File: src/rtl/pipeline_stage_skid_reg.sv
`default_nettype none
// +----------------------------------------------------------------------------+
// | Module   : pipeline_stage_skid_reg                                         |
// | Purpose  : Generic inter-stage pipeline register with a 2-entry skid       |
// |            buffer. Payload moves under a valid/ready handshake. in_ready_o |
// |            is registered, so it does not depend combinationally on         |
// |            out_ready_i. Supports flush (bubble insertion) and sustains one |
// |            payload per cycle.                                              |
// | Ports    : clk, rst (sync, active-high), flush_i                           |
// |            in_valid_i / in_ready_o / in_data_i    upstream handshake       |
// |            out_valid_o / out_ready_i / out_data_o downstream handshake     |
// |            stall_cnt_o, flush_cnt_o               perf counters (optional) |
// | Options  : define PIPE_REG_PERF_EN to add the saturating stall and flush   |
// |            counters together with the CNT_W parameter.                     |
// | Revision : 1.0  initial release                                            |
// +----------------------------------------------------------------------------+
module pipeline_stage_skid_reg #(
  parameter int          DATA_W    = 64,
  parameter logic [63:0] NOP_VALUE = {32'b0, 32'h13}
`ifdef PIPE_REG_PERF_EN
  , parameter int        CNT_W     = 32
`endif
) (
  input  logic              clk,
  input  logic              rst,
  input  logic              flush_i,
  input  logic              in_valid_i,
  output logic              in_ready_o,
  input  logic [DATA_W-1:0] in_data_i,
  output logic              out_valid_o,
  input  logic              out_ready_i,
  output logic [DATA_W-1:0] out_data_o
`ifdef PIPE_REG_PERF_EN
  , output logic [CNT_W-1:0] stall_cnt_o
  , output logic [CNT_W-1:0] flush_cnt_o
`endif
);

  // Bubble payload, zero-extended or truncated to the payload width.
  localparam logic [DATA_W-1:0] C_NOP = DATA_W'(NOP_VALUE);

  logic              main_v_q, main_v_d;
  logic [DATA_W-1:0] main_d_q, main_d_d;
  logic              skid_v_q, skid_v_d;
  logic [DATA_W-1:0] skid_d_q, skid_d_d;

  logic w_accept;
  logic w_drain;

  // The skid entry is only occupied when main is full, so an empty skid
  // always has room for one more payload; that makes !skid_v a safe ready.
  assign in_ready_o = !skid_v_q;
  assign w_accept   = in_valid_i && !skid_v_q;
  assign w_drain    = main_v_q && out_ready_i;

  always_comb begin
    main_v_d = main_v_q;
    main_d_d = main_d_q;
    skid_v_d = skid_v_q;
    skid_d_d = skid_d_q;
    if (flush_i) begin
      // Any payload accepted this cycle is dropped along with held entries.
      main_v_d = 1'b0;
      main_d_d = C_NOP;
      skid_v_d = 1'b0;
    end else if (!main_v_q || w_drain) begin
      if (skid_v_q) begin
        // Older skid entry moves up first; accept is impossible while skid_v.
        main_v_d = 1'b1;
        main_d_d = skid_d_q;
        skid_v_d = 1'b0;
      end else if (w_accept) begin
        main_v_d = 1'b1;
        main_d_d = in_data_i;
      end else begin
        // Parking the bubble value keeps out_data_o registered and NOP when idle.
        main_v_d = 1'b0;
        main_d_d = C_NOP;
      end
    end else if (w_accept) begin
      skid_v_d = 1'b1;
      skid_d_d = in_data_i;
    end
  end

  always_ff @(posedge clk) begin
    if (rst) begin
      main_v_q <= 1'b0;
      main_d_q <= C_NOP;
      skid_v_q <= 1'b0;
      skid_d_q <= C_NOP;
    end else begin
      main_v_q <= main_v_d;
      main_d_q <= main_d_d;
      skid_v_q <= skid_v_d;
      skid_d_q <= skid_d_d;
    end
  end

  assign out_valid_o = main_v_q;
  assign out_data_o  = main_d_q;

`ifdef PIPE_REG_PERF_EN
  logic [CNT_W-1:0] stall_cnt_q, stall_cnt_d;
  logic [CNT_W-1:0] flush_cnt_q, flush_cnt_d;

  logic w_stall;
  logic w_flush_kill;

  assign w_stall      = main_v_q && !out_ready_i;
  // Only flushes that actually discard a held payload are interesting.
  assign w_flush_kill = flush_i && (main_v_q || skid_v_q);

  always_comb begin
    stall_cnt_d = stall_cnt_q;
    flush_cnt_d = flush_cnt_q;
    if (w_stall && (stall_cnt_q != {CNT_W{1'b1}})) begin
      stall_cnt_d = stall_cnt_q + CNT_W'(1);
    end
    if (w_flush_kill && (flush_cnt_q != {CNT_W{1'b1}})) begin
      flush_cnt_d = flush_cnt_q + CNT_W'(1);
    end
  end

  always_ff @(posedge clk) begin
    if (rst) begin
      stall_cnt_q <= '0;
      flush_cnt_q <= '0;
    end else begin
      stall_cnt_q <= stall_cnt_d;
      flush_cnt_q <= flush_cnt_d;
    end
  end

  assign stall_cnt_o = stall_cnt_q;
  assign flush_cnt_o = flush_cnt_q;
`endif

endmodule
`default_nettype wire

File: config.mk
export PLATFORM = sky130hd
export DESIGN_NAME = pipeline_stage_skid_reg
export DESIGN_NICKNAME = d
export VERILOG_FILES = /design/src/rtl/pipeline_stage_skid_reg.sv
export SDC_FILE = /design/constraint.sdc
export NUM_CORES = 1
export LEC_CHECK = 0
export ABC_CLOCK_PERIOD_IN_PS = 1700
export BUFFER_PORTS_ARGS = -buffer_cell sky130_fd_sc_hd__buf_2
export CORE_ASPECT_RATIO = 0.6
export CORE_MARGIN = 2
export CORE_UTILIZATION = 35
export DETAILED_ROUTE_END_ITERATION = 10
export GPL_TIMING_DRIVEN = 0
export HOLD_SLACK_MARGIN = 0.06
export SETUP_SLACK_MARGIN = 0.3
export SLEW_MARGIN = 20
export SYNTH_ARGS = -nofsm -noshare
export SYNTH_HDL_FRONTEND = slang
export SYNTH_SLANG_ARGS = --single-unit
File: constraint.sdc
create_clock -name clk -period 1.7 [get_ports clk]
set_input_delay 0.34 -clock clk [delete_from_list [all_inputs] [get_ports clk]]
set_output_delay 0.34 -clock clk [all_outputs]
set_load 0.01 [all_outputs]
==> impl_metrics.ini <==
[timing]
max_slew.worst_pin.slew_ns = 0.529
finalSetupViolations = 0
layout_worst_path_cycle_share_pct = 84.5
unrepaired_setup_endpoints_after_global_routing = true
final-hold-violation-count = 0
timing_max_transition_violations_final = 0
timing.final.ws_setup_ns = 0.264
timing.clock.skew_ns = 0.00615
relSlewSlack_pct = 64.7
period_needed_ns = 1.44
tightest_hold_margin_ns = 0.206
fmax_mhz = 696
totalNegativeSetupSlack_ns = 0

[worst_hold_path]
hold_class = input pin to register
min-delay-start = in_data_i[33]

[outcome]
result_of_the_run = finished clean

[drt]
wire_length_after_detailed_routing_um = 16800
drt_iter0_drc = 259
detail-route-antenna-nets = 0
route.met2.wl_um = 7640
dr.pass1.iters = 5
wl_per_cell_um = 17.5
vias = 4919
routed.top_layer = met4
drt-met1-wl_um = 8160
routed-wl-met3_um = 897
drc_errors = 0
vias_per_cell = 5.12

[die]
pin_count = 135
coreArea_um2 = 15500
dieArea_um2 = 17000
initial_core_utilization_pct = 36.1
row_count = 35
die_x_um = 167
fp.dieH_um = 102

[clocking]
cts.clk_slew.worst_paths_ns = 0.06
max-clock-path-buffers = 2
cts.sink_count = 130
cts-buffers-inserted = 17
cts_htree_levels = 4
clock_tree_from_tritoncts = built
cts_root_buf = sky130_fd_sc_hd__clkbuf_16
hold_buffers = 0
worst_skew_pair.late_latency_ns = 0.41

[setup_path]
arrival_time_at_the_worst_endpoint_ns = 1.76
path_cells = nand2b_4 > buf_6 > nor3_4 > buf_12 > buf_12 > mux2i_1
path_common_cell = sky130_fd_sc_hd__buf_12
startpoint_type = register
crit_start = out_valid_o
worst_setup_path_end_kind = register
crit_type = register to register
worst-path-max-fanout = 10
reg2reg_from = out_valid_o
cell_with_the_biggest_individual_delay_on_the_critical_path = sky130_fd_sc_hd__dfxtp_2
required_ns = 2.02
cp_slowest_stage_delay_ns = 0.37

[pwr]
power_dens_cells_nw_per_um2 = 1020
worst_ir_drop_vdd_mv = 0.620
leakagePower_nw = 3.17

[synthesis]
synthAdderAreaFrac_pct = 0
synth_cell_type_count = 21
synth_warnings = 0
register_area_share_after_synthesis_pct = 46.6
post_synth_and_or_nand_nor_area_fraction_pct = 24.8
synth_seq_cells = 130
largest_family_of_logic_cells_by_synthesized_area = simple AND/OR/NAND/NOR gates
syn-mean-instance-area_um2 = 9.63
synthesis.nets = 649
synth_xor_area_share_pct = 0
multiplexer_share_of_the_synthesized_area_pct = 11.5
synth_cells = 580
syn-cell-area_um2 = 5580
synth_compound_gate_area_share_pct = 10.5

[run]
max_cap_viol_count = 0

[final_layout]
layout.cells.most_common_list = sky130_fd_sc_hd__buf_2 (141), sky130_fd_sc_hd__dfxtp_1 (128), sky130_fd_sc_hd__nand2b_1 (123), sky130_fd_sc_hd__nor2_1 (68), sky130_fd_sc_hd__mux2i_1 (64)
sequential_cell_area_um2 = 2610
share_of_cells_above_drive_strength_1_pct = 34.5
nets = 813
layout.cells.most_common = sky130_fd_sc_hd__buf_2
area_delta_synth_final_pct = 39.9
multi_input_comb_area_um2 = 3010
num_antenna_cells = 0
layout.filler_cells = 1446

[global_route]
total_congestion_overflow_after_global_routing = 0
number_of_antenna_violations_at_the_first_check_in_global_routing = 0
grt_max_degree = 17
grt_pass1_vias = 4946
total_routing_resource_utilization_after_global_routing_pct = 19.6
grt_first_pass_wirelength_um = 26200

[placed_design]
port_buffers = 134
detailedPlacementHpwl_um = 11500
placement.setup.worst_slack_ns = 0.0491
gpl.final_weighted_congestion = 0.767
-- per-stage QoR --
stage | util [%] | cell area [um^2] | cells | power [mW]
2_1_floorplan | - | 5580 | 580 | 3.56
3_3_place_gp | 42.1 | 6510 | 917 | 3.82
3_5_place_dp | 42.1 | 6510 | 917 | 3.83
4_1_cts | 48.3 | 7470 | 952 | 7.99
5_1_grt | 50.5 | 7810 | 960 | 8.28
6_report | 50.5 | 7810 | 960 | 8.00
-- cell usage after synthesis --
cell type / n / area, um^2
sky130_fd_sc_hd__a221oi_1: 61 / 534
sky130_fd_sc_hd__clkbuf_1: 33 / 124
sky130_fd_sc_hd__nand2b_1: 123 / 769
sky130_fd_sc_hd__buf_6: 1 / 11.3
sky130_fd_sc_hd__o21ai_0: 3 / 15.0
sky130_fd_sc_hd__nand2b_4: 1 / 13.8
sky130_fd_sc_hd__mux2i_1: 64 / 641
sky130_fd_sc_hd__or2_1: 1 / 6.26
sky130_fd_sc_hd__buf_4: 7 / 52.6
sky130_fd_sc_hd__nor3_1: 62 / 310
sky130_fd_sc_hd__nor3_4: 1 / 16.3
sky130_fd_sc_hd__buf_12: 6 / 120
sky130_fd_sc_hd__nor2_1: 68 / 255
sky130_fd_sc_hd__a21oi_1: 4 / 20.0
sky130_fd_sc_hd__buf_2: 8 / 40.0
sky130_fd_sc_hd__dfxtp_1: 130 / 2600
sky130_fd_sc_hd__buf_8: 1 / 15.0
sky130_fd_sc_hd__o22ai_1: 3 / 18.8
sky130_fd_sc_hd__inv_1: 1 / 3.75
sky130_fd_sc_hd__and2b_1: 1 / 7.51
sky130_fd_sc_hd__nor2b_1: 1 / 6.26
-- cell families after synthesis --
kind of cell / after synthesis
flops: 130
simple gates: 258
mux: 64
compound gates: 71
buf+inv: 57
-- critical path, delay by kind of cell, from the launching register on --
family	cells	cell delay, ns
buffers and inverters	3	0.51
flip-flops	1	0.37
AND/OR/NAND/NOR	2	0.26
multiplexers	1	0.21
-- state kept, by name (all words and copies together) (netlist names) --
register	count
out_valid_o	1
skid_d_q	64
out_data_o	64
skid_v_q	1
-- area by class of cell --
class / instances / area share, %
Sequential cell: 130 / 33.3
Timing Repair Buffer: 145 / 10.1
Inverter: 1 / 0.0801
Multi-Input combinational cell: 393 / 38.5
Clock inverter: 12 / 2.63
Clock buffer: 20 / 5.85
Buffer: 56 / 6.18
Tap cell: 203 / 3.25
-- layer usage --
layer	vias to the layer above	global-route usage, %
met4	0	4.44
li1	2372	-
met1	2400	26.6
met3	10	5.31
met5	-	0
met2	137	31.7
-- power breakdown --
group / internal, mW / switching (mW) / total [mW]
clock network: 2.69 / 1.41 / 4.10
registers: 3.11 / 0.0370 / 3.15
logic: 0.356 / 0.397 / 0.752
-- timing repair --
| action | CTS | global route |
|---|---|---|
| gates cloned | 1 | 3 |
| resized for setup | 60 | 48 |
| hold endpoints to repair | 0 | 0 |
| pin swaps | 1 | 3 |
| buffers inserted | 2 | 5 |
| endpoints found under the setup margin | 124 | 121 |
-- final timing paths --
check	end	slack (ns)	depth (start not counted)
min reg2reg	out_data_o[1]	0.47	2
max	skid_d_q[51]	0.26	6
min	skid_d_q[33]	0.21	3
max reg2reg	skid_d_q[51]	0.26	6
Note: power is estimated with default switching activity, not from simulation.
